<file path="config.mk">
export PLATFORM = sky130hd
export DESIGN_NAME = fir_1demux4
export DESIGN_NICKNAME = d
export VERILOG_FILES = /design/src/rtl/fir_pkg.sv /design/src/rtl/fir_1demux4.sv
export SDC_FILE = /design/constraint.sdc
export NUM_CORES = 1
export LEC_CHECK = 0
export CAP_MARGIN = 20
export CORE_ASPECT_RATIO = 1.1
export CORE_MARGIN = 2
export CORE_UTILIZATION = 52
export CTS_BUF_LIST = sky130_fd_sc_hd__clkbuf_2
export CTS_CLUSTER_DIAMETER = 40
export DETAILED_ROUTE_END_ITERATION = 10
export PLACE_DENSITY_LB_ADDON = 0.2
export SYNTH_ARGS = -nofsm -noshare
export SYNTH_HDL_FRONTEND = slang
export SYNTH_SLANG_ARGS = --single-unit
</file>
<file path="constraint.sdc">
create_clock -name clk -period 1.71 [get_ports clk]
set_input_delay 0.342 -clock clk [delete_from_list [all_inputs] [get_ports clk]]
set_output_delay 0.342 -clock clk [all_outputs]
set_load 0.03 [all_outputs]
</file>
<file path="src/rtl/fir_pkg.sv">
// Shared constants for the FIR datapath: default sample width and the 2-bit
// lane codes common to the 1:4 distributor and the 4:1 lane selector.
package fir_pkg;

    localparam int unsigned FILTERBITWIDTH_DEFAULT = 20;

    localparam logic [1:0] LANE_A = 2'b00;
    localparam logic [1:0] LANE_B = 2'b01;
    localparam logic [1:0] LANE_C = 2'b10;
    localparam logic [1:0] LANE_D = 2'b11;

endpackage : fir_pkg

</file>
<file path="src/rtl/fir_1demux4.sv">
// Serial-to-parallel polyphase distributor: steers consecutive valid samples
// into lanes a..d and presents each completed group of four in parallel with
// a one-cycle dout_valid strobe. A partial group is never visible on dout_*.
module fir_1demux4
    import fir_pkg::*;
#(
    parameter int unsigned FILTERBITWIDTH = FILTERBITWIDTH_DEFAULT
) (
    input  logic                      clk,
    input  logic                      rst,
    input  logic                      din_valid,
    input  logic [FILTERBITWIDTH-1:0] din,
    input  logic                      phase_sync,
    output logic [1:0]                lane_sel,
    output logic [FILTERBITWIDTH-1:0] dout_a,
    output logic [FILTERBITWIDTH-1:0] dout_b,
    output logic [FILTERBITWIDTH-1:0] dout_c,
    output logic [FILTERBITWIDTH-1:0] dout_d,
    output logic                      dout_valid,
    output logic                      sync_err
);

    logic [1:0]                phase;
    logic [FILTERBITWIDTH-1:0] shadow_a;
    logic [FILTERBITWIDTH-1:0] shadow_b;
    logic [FILTERBITWIDTH-1:0] shadow_c;

    assign lane_sel = phase;

    // Phase counter, shadow capture, group load and strobe generation.
    // phase_sync overrides the lane-d wrap/load so a misaligned group is dropped.
    always_ff @(posedge clk) begin
        if (rst) begin
            phase      <= LANE_A;
            shadow_a   <= '0;
            shadow_b   <= '0;
            shadow_c   <= '0;
            dout_a     <= '0;
            dout_b     <= '0;
            dout_c     <= '0;
            dout_d     <= '0;
            dout_valid <= 1'b0;
            sync_err   <= 1'b0;
        end else begin
            dout_valid <= 1'b0;
            sync_err   <= phase_sync && (phase != LANE_A);
            if (phase_sync) begin
                if (din_valid) begin
                    shadow_a <= din;
                    phase    <= LANE_B;
                end else begin
                    phase    <= LANE_A;
                end
            end else if (din_valid) begin
                case (phase)
                    LANE_A: shadow_a <= din;
                    LANE_B: shadow_b <= din;
                    LANE_C: shadow_c <= din;
                    default: begin
                        dout_a     <= shadow_a;
                        dout_b     <= shadow_b;
                        dout_c     <= shadow_c;
                        dout_d     <= din;
                        dout_valid <= 1'b1;
                    end
                endcase
                phase <= phase + 2'd1;
            end
        end
    end

endmodule : fir_1demux4

</file>
==> metrics, run 1 <==
Max Cap Violations=0; Critical path buffers and inverters=1; Worst-Margin Slew=about 0.42 ns; total power=5.28 mW; Fin Clk Skew=approximately 0.02 ns; core area=9440 um2; CTS buffer count=17; final worst path period need=1.63 ns; Fmax=614 MHz; drt total wl=approximately 12 mm; Critical Path Fanout Max=4; critical path depth=1; Clock Tree Buf Depth=2; commonest non-fill, non-tap cell in the layout=nand2_1; adder-cell area share of the yosys netlist=0.00979; post-synth top area share=0.564; Port Buffers=107; clock latency on the worst-skew pair=0.65 ns; Hold-fix buffers, CTS=0; CTS-repair resized insts=326; CTS tree=yes; Reg2Reg Depth=6; WL/cell=about 14 um; DRC viols=0; Final Hold Vio Count=0; Mapped Cells=633; post-CTS setup buffers=0; hold crit path type=input pin to register; FF-to-FF Start=lane_sel[0]; final setup fails=0; initial detailed-routing violation count=around 270; Area contributors post-synth=dfxtp_1 (56%), nand2_1 (21%), a21oi_1 (14%), buf_6 (2.9%), buf_2 (1.9%); slowest CP cell=dfxtp_1; largest net degree at the start of global routing=50; DR pass1 iterations=5; sequential share of the synthesized area=0.564; CTS Sinks=144; syn nets=661; compound-cell area share of the yosys netlist=0.141; GR Util All Layers=0.234; PwrDens=slightly below 900 nW/um2; Hold Path Depth=2; Placer Congestion=0.855; CTS root buffer=clkbuf_2; post-synthesis cell area=a little over 5000 um2; global-route wire length before repair=19.8 mm; Pleak=2.37 nW; number of I/O pins=around 110; Reg-to-Reg End=shadow_a[2]; Slew Limit Fails=0; Post-Layout Inst Area=6050 um2; Clk pin slew, worst setup/hold paths=0.19 ns; FF-to-FF setup slack=0.21 ns; Startpoint Class=register; vias in the first global route=4195; Synth Area per Inst=8.07 um2; leading cell types in the layout, fill and taps excluded=nand2_1 (280), dfxtp_1 (143), a21oi_1 (141); nets=760; Top delay family on crit path=flip-flops; # rows=37; die area=roughly 11000 um2; mux cell area share after synthesis=0.00196; Synth area leader=dfxtp_1; P&R area growth vs syn=18.4%; xor and xnor area share after synthesis=0; RSZ-0062 raised after global routing=false; CP max stage delay=0.43 ns; synth unique cells=21; outcome=complete, no violations; GRT Residual Overflow=0; Hold Path End=shadow_c[11]; Vert. Die Dim=108 um; filler cell count=883; FF+latch count, synth=144; post-route ant nets=0; crit end category=output pin; worst path required time=1.37 ns; Antenna Diode Count=0; routed vias/inst=5.27; initial cell density of the core=0.541; Ys Warns=0; CP Class=register to output pin; main combinational cell family by area after synthesis=simple AND/OR/NAND/NOR gates; Synth Area in Simple Gates=0.220; total negative slack=0 ns; Cell Area, Placed=6300 um2; hold_sp=rst; initial antenna violation count=0; final worst-path cycle share=0.952; DR vias=4530; CP cell instances=buf_2; Worst Path Arrival=1.29 ns; Worst VDD drop=0.431 mV; DP HPWL=8.58 mm; CTS H-tree lvls=4; max_slew headroom=0.720; Chip Width=98.5 um; layout cells sized above 1=0.181
per-stage QoR:
stage | setup WS (ns) | utilization | instances | hold WS (ns)
after floorplan | 0.250 | - | 633 | 0.432
after global placement | -0.00620 | 0.667 | 830 | 0.439
after detailed placement | -0.137 | 0.667 | 830 | 0.443
after CTS | 0.000174 | 0.672 | 859 | 0.0510
after global routing | 0.000133 | 0.641 | 859 | 0.0544
final | 0.0820 | 0.641 | 859 | 0.110
layer usage:
layer  part of all wire  vias up  track usage
met2               0.51      154        0.411
li1                   -     2237            -
met4              0.019        0       0.0930
met1               0.41     2118        0.279
met5                  0        -            0
met3              0.060       21       0.0543
worst max path at each step:
stage	to	from
floorplan	shadow_a[10]	lane_sel[0]
global placement	dout_b[12]	phase_sync
detailed placement	dout_b[4]	phase_sync
CTS	dout_b[1]	dout_b[1]
global route	dout_valid	dout_valid
finish	lane_sel[0]	lane_sel[0]
flip-flops by register name (all words and copies together) (netlist names):
signal / flops
dout_d: 20
sync_err: 1
dout_a: 20
dout_b: 20
shadow_b: 20
shadow_c: 20
shadow_a: 20
dout_valid: 1
lane_sel: 2
dout_c: 20
cells in the mapped netlist, drive strengths merged:
cell      n
clkbuf   10
nor3b     1
dfxtp   144
buf      38
ha        4
nor3      1
nand2   280
mux2i     1
inv       2
nand3b    3
a21oi   141
o21a      1
and3b     3
nor2      1
or3       1
o21ai     2
final cells by class:
type	instances	area, um2	share of cell area
sequential	144	2880	0.477
multi-input combinational	439	1910	0.315
timing repair buffer	128	936	0.155
tap	117	146	0.0242
clock buffer	19	95.1	0.0157
clock inverter	10	73.8	0.0122
inverter	2	7.51	0.00124
where the power goes:
| part | switching, mW | total [mW] | internal (mW) |
|---|---|---|---|
| clock | 1.07 | 1.55 | 0.480 |
| sequential | 0.0238 | 3.43 | 3.40 |
| combinational | 0.183 | 0.306 | 0.123 |
| total | 1.27 | 5.28 | 4.01 |
cells by family (layout without fill, tap and decap cells):
| group | after synthesis | in the layout |
|---|---|---|
| flops | 144 | 144 |
| simple gates | 290 | 290 |
| buf+inv | 50 | 159 |
| compound gates | 144 | 144 |
| mux | 1 | 1 |
| fa+ha+maj | 4 | 4 |
Power figures use the tool's default switching activity.
==> run 2, diff against run 1 <==
--- a/config.mk
+++ b/config.mk
@@ -5,6 +5,7 @@
 export SDC_FILE = /design/constraint.sdc
 export NUM_CORES = 1
 export LEC_CHECK = 0
+export ABC_CLOCK_PERIOD_IN_PS = 1710
 export CAP_MARGIN = 20
 export CORE_ASPECT_RATIO = 1.1
 export CORE_MARGIN = 2
==> results of run 2 <==
The final DEF is identical to that of run 1; final timing and power are the same.
==> run 3, diff against run 2 <==
--- a/config.mk
+++ b/config.mk
@@ -8,12 +8,12 @@
 export ABC_CLOCK_PERIOD_IN_PS = 1710
 export CAP_MARGIN = 20
 export CORE_ASPECT_RATIO = 1.1
-export CORE_MARGIN = 2
 export CORE_UTILIZATION = 52
 export CTS_BUF_LIST = sky130_fd_sc_hd__clkbuf_2
 export CTS_CLUSTER_DIAMETER = 40
 export DETAILED_ROUTE_END_ITERATION = 10
 export PLACE_DENSITY_LB_ADDON = 0.2
+export SETUP_SLACK_MARGIN = 0.02
 export SYNTH_ARGS = -nofsm -noshare
 export SYNTH_HDL_FRONTEND = slang
 export SYNTH_SLANG_ARGS = --single-unit
==> run 3 against run 2 <==
Total power grew 15%. Via count grew 0.13%. Die area shrank 3.8%. Largest power group unchanged. Clock skew grew 0.021 ns.
==> metrics, run 3 (same netlist as run 1, synthesis figures left out) <==
outcome=complete, no violations; die area=10200 um2 (-3.8%); crit end category=output pin; core area=9440 um2 (unchanged); worst path required time=1.37 ns (about the same); number of I/O pins=108 (unchanged); DP Cell Count=826 (-0.48%); drt total wl=12.5 mm (+1.9%); DR vias=4536 (+0.13%); Net Sw Frac=0.237 (-0.00414); hold crit path type=input pin to register; nets=759 (-0.13%); Critical path buffers and inverters=1 (unchanged); Final Hold Vio Count=0 (unchanged); Port Buffers=107 (unchanged); final setup fails=0 (unchanged); Vert. Die Dim=106 um (-1.9%); Top delay family on crit path=flip-flops; sequential share of power=0.563 (-0.086); initial antenna violation count=0 (unchanged); Fmax=623 MHz (+1.5%); Worst VDD drop=0.570 mV (+32%); routed vias/inst=5.27 (about the same); fin util=0.664 (+0.0233); Clk pin slew, worst setup/hold paths=0.23 ns (+0.04 ns); post-route ant nets=0 (unchanged); DRC viols=0 (unchanged); Gate power share=0.049 (-0.009); CP Class=register to output pin; clock share of power=0.388 (+0.095); RSZ-0062 raised after global routing=true; initial detailed-routing violation count=203 (-24%); commonest non-fill, non-tap cell in the layout=nand2_1; # rows=37 (unchanged); CP cell instances=buf_2; Pleak=2.40 nW (+1.3%); Placer Congestion=0.862 (+0.81%); Worst-Margin Slew=0.421 ns (+0.000886 ns); PwrDens=971 nW/um2 (+11%); final worst path period need=1.60 ns (-0.0236 ns); DR pass1 iterations=4 (-1); Critical Path Fanout Max=2 (-2); Worst Path Arrival=1.26 ns (-0.03 ns); initial cell density of the core=0.541 (unchanged); Fin Clk Skew=0.0410 ns (+0.0205 ns); max_slew headroom=0.719 (about the same); GR Util All Layers=0.257 (+0.0228); Internal Pwr Total=4.65 mW (+16%); Max Cap Violations=0 (unchanged); total negative slack=0 ns (unchanged); P&R area growth vs syn=22.7%; CTS tree=yes; global-route wire length before repair=20.2 mm (+1.6%); slowest CP cell=dfxtp_2; leading cell types in the layout, fill and taps excluded=nand2_1 (280), a21oi_1 (141), dfxtp_1 (109); Antenna Diode Count=0 (unchanged); Startpoint Class=register; final worst-path cycle share=0.938 (-0.0138); layout cells sized above 1=0.233 (+0.0522); Chip Width=96.5 um (-2.0%); CTS Sinks=144 (unchanged); clock latency on the worst-skew pair=0.69 ns (+0.04 ns); Clock Tree Buf Depth=2 (unchanged); CTS H-tree lvls=4 (unchanged); CTS buffer count=17 (unchanged); total power=6.09 mW (+15%); Slew Limit Fails=0 (unchanged); CP max stage delay=0.39 ns (-0.04 ns); DP HPWL=8.39 mm (-2.3%); CTS root buffer=clkbuf_2; Psw=1.44 mW (+13%); WL/cell=14.6 um (+1.7%); GRT Residual Overflow=0 (unchanged); largest net degree at the start of global routing=71 (+42%); vias in the first global route=4323 (+3.1%); Cell Count, Final, Fillers Out=860 (+0.12%)
## run 3: changes by cell type in the layout (fill, tap and decap cells not counted), sizes merged
cell | before | now
buf | 105 | 66
clkbuf | 19 | 57
bufinv | 1 | 5
clkinv | 7 | 3
inv | 2 | 4
clkdlybuf4s18 | 1 | 0
dlygate4sd3 | 0 | 1
## run 3: worst min-delay path: stages
cell	delay [ns]
clkdlybuf4s50_1	0.48
nand2_1	0.09
a21oi_1	0.06
## run 3: through the flow
| stage | hold WS, ns | cell area, um2 | setup WS (ns) |
|---|---|---|---|
| after floorplan | 0.432 | 5110 | 0.250 |
| after global placement | 0.436 | 6220 | -0.0410 |
| after detailed placement | 0.445 | 6220 | -0.104 |
| after CTS | 0.240 | 6110 | 0.0204 |
| after global routing | 0.242 | 6270 | 0.00428 |
| final | 0.294 | 6270 | 0.106 |
## run 3: what timing repair did
item                                   in CTS  in global routing
setup buffers                               0                  2
setup endpoints to repair                  84                 41
endpoints found under the hold margin       6                  0
hold buffers                                1                  0
resized for setup                         422                 76
## run 3: path summary, 6_finish.rpt
kind | from | to | slack, ns | cells past startpoint
worst max-delay path | dout_a[18] | dout_a[18] | 0.11 | 1
worst min-delay path | din[12] | shadow_b[12] | 0.29 | 3
worst max register to register | lane_sel[1] | shadow_b[6] | 0.14 | 6
worst min register to register | shadow_c[10] | dout_c[10] | 0.43 | 2
## run 3: power by group through the flow
| stage | Sequential [mW] | Clock, mW | Combinational, mW |
|---|---|---|---|
| after floorplan | 3.50 | 0 | 0.148 |
| after global placement | 3.50 | 0 | 0.292 |
| after detailed placement | 3.50 | 0 | 0.298 |
| after CTS | 3.43 | 2.39 | 0.297 |
| after global routing | 3.44 | 2.53 | 0.328 |
| final | 3.43 | 2.36 | 0.301 |
## run 3: per-layer routing
metal | routed length [um] | share of wire | global-route usage
met5 | 0 | 0 | 0
met4 | 276 | 0.022 | 0.0945
met3 | 760 | 0.061 | 0.0715
met2 | 6470 | 0.52 | 0.444
met1 | 5040 | 0.40 | 0.298
## run 3: cell type report
| class | count | area (um2) |
|---|---|---|
| Clock buffer | 19 | 95.1 |
| Clock inverter | 12 | 209 |
| Fill cell | 825 | 3170 |
| Inverter | 2 | 7.51 |
| Multi-Input combinational cell | 439 | 1910 |
| Sequential cell | 144 | 2930 |
| Tap cell | 117 | 146 |
| Timing Repair Buffer | 127 | 976 |
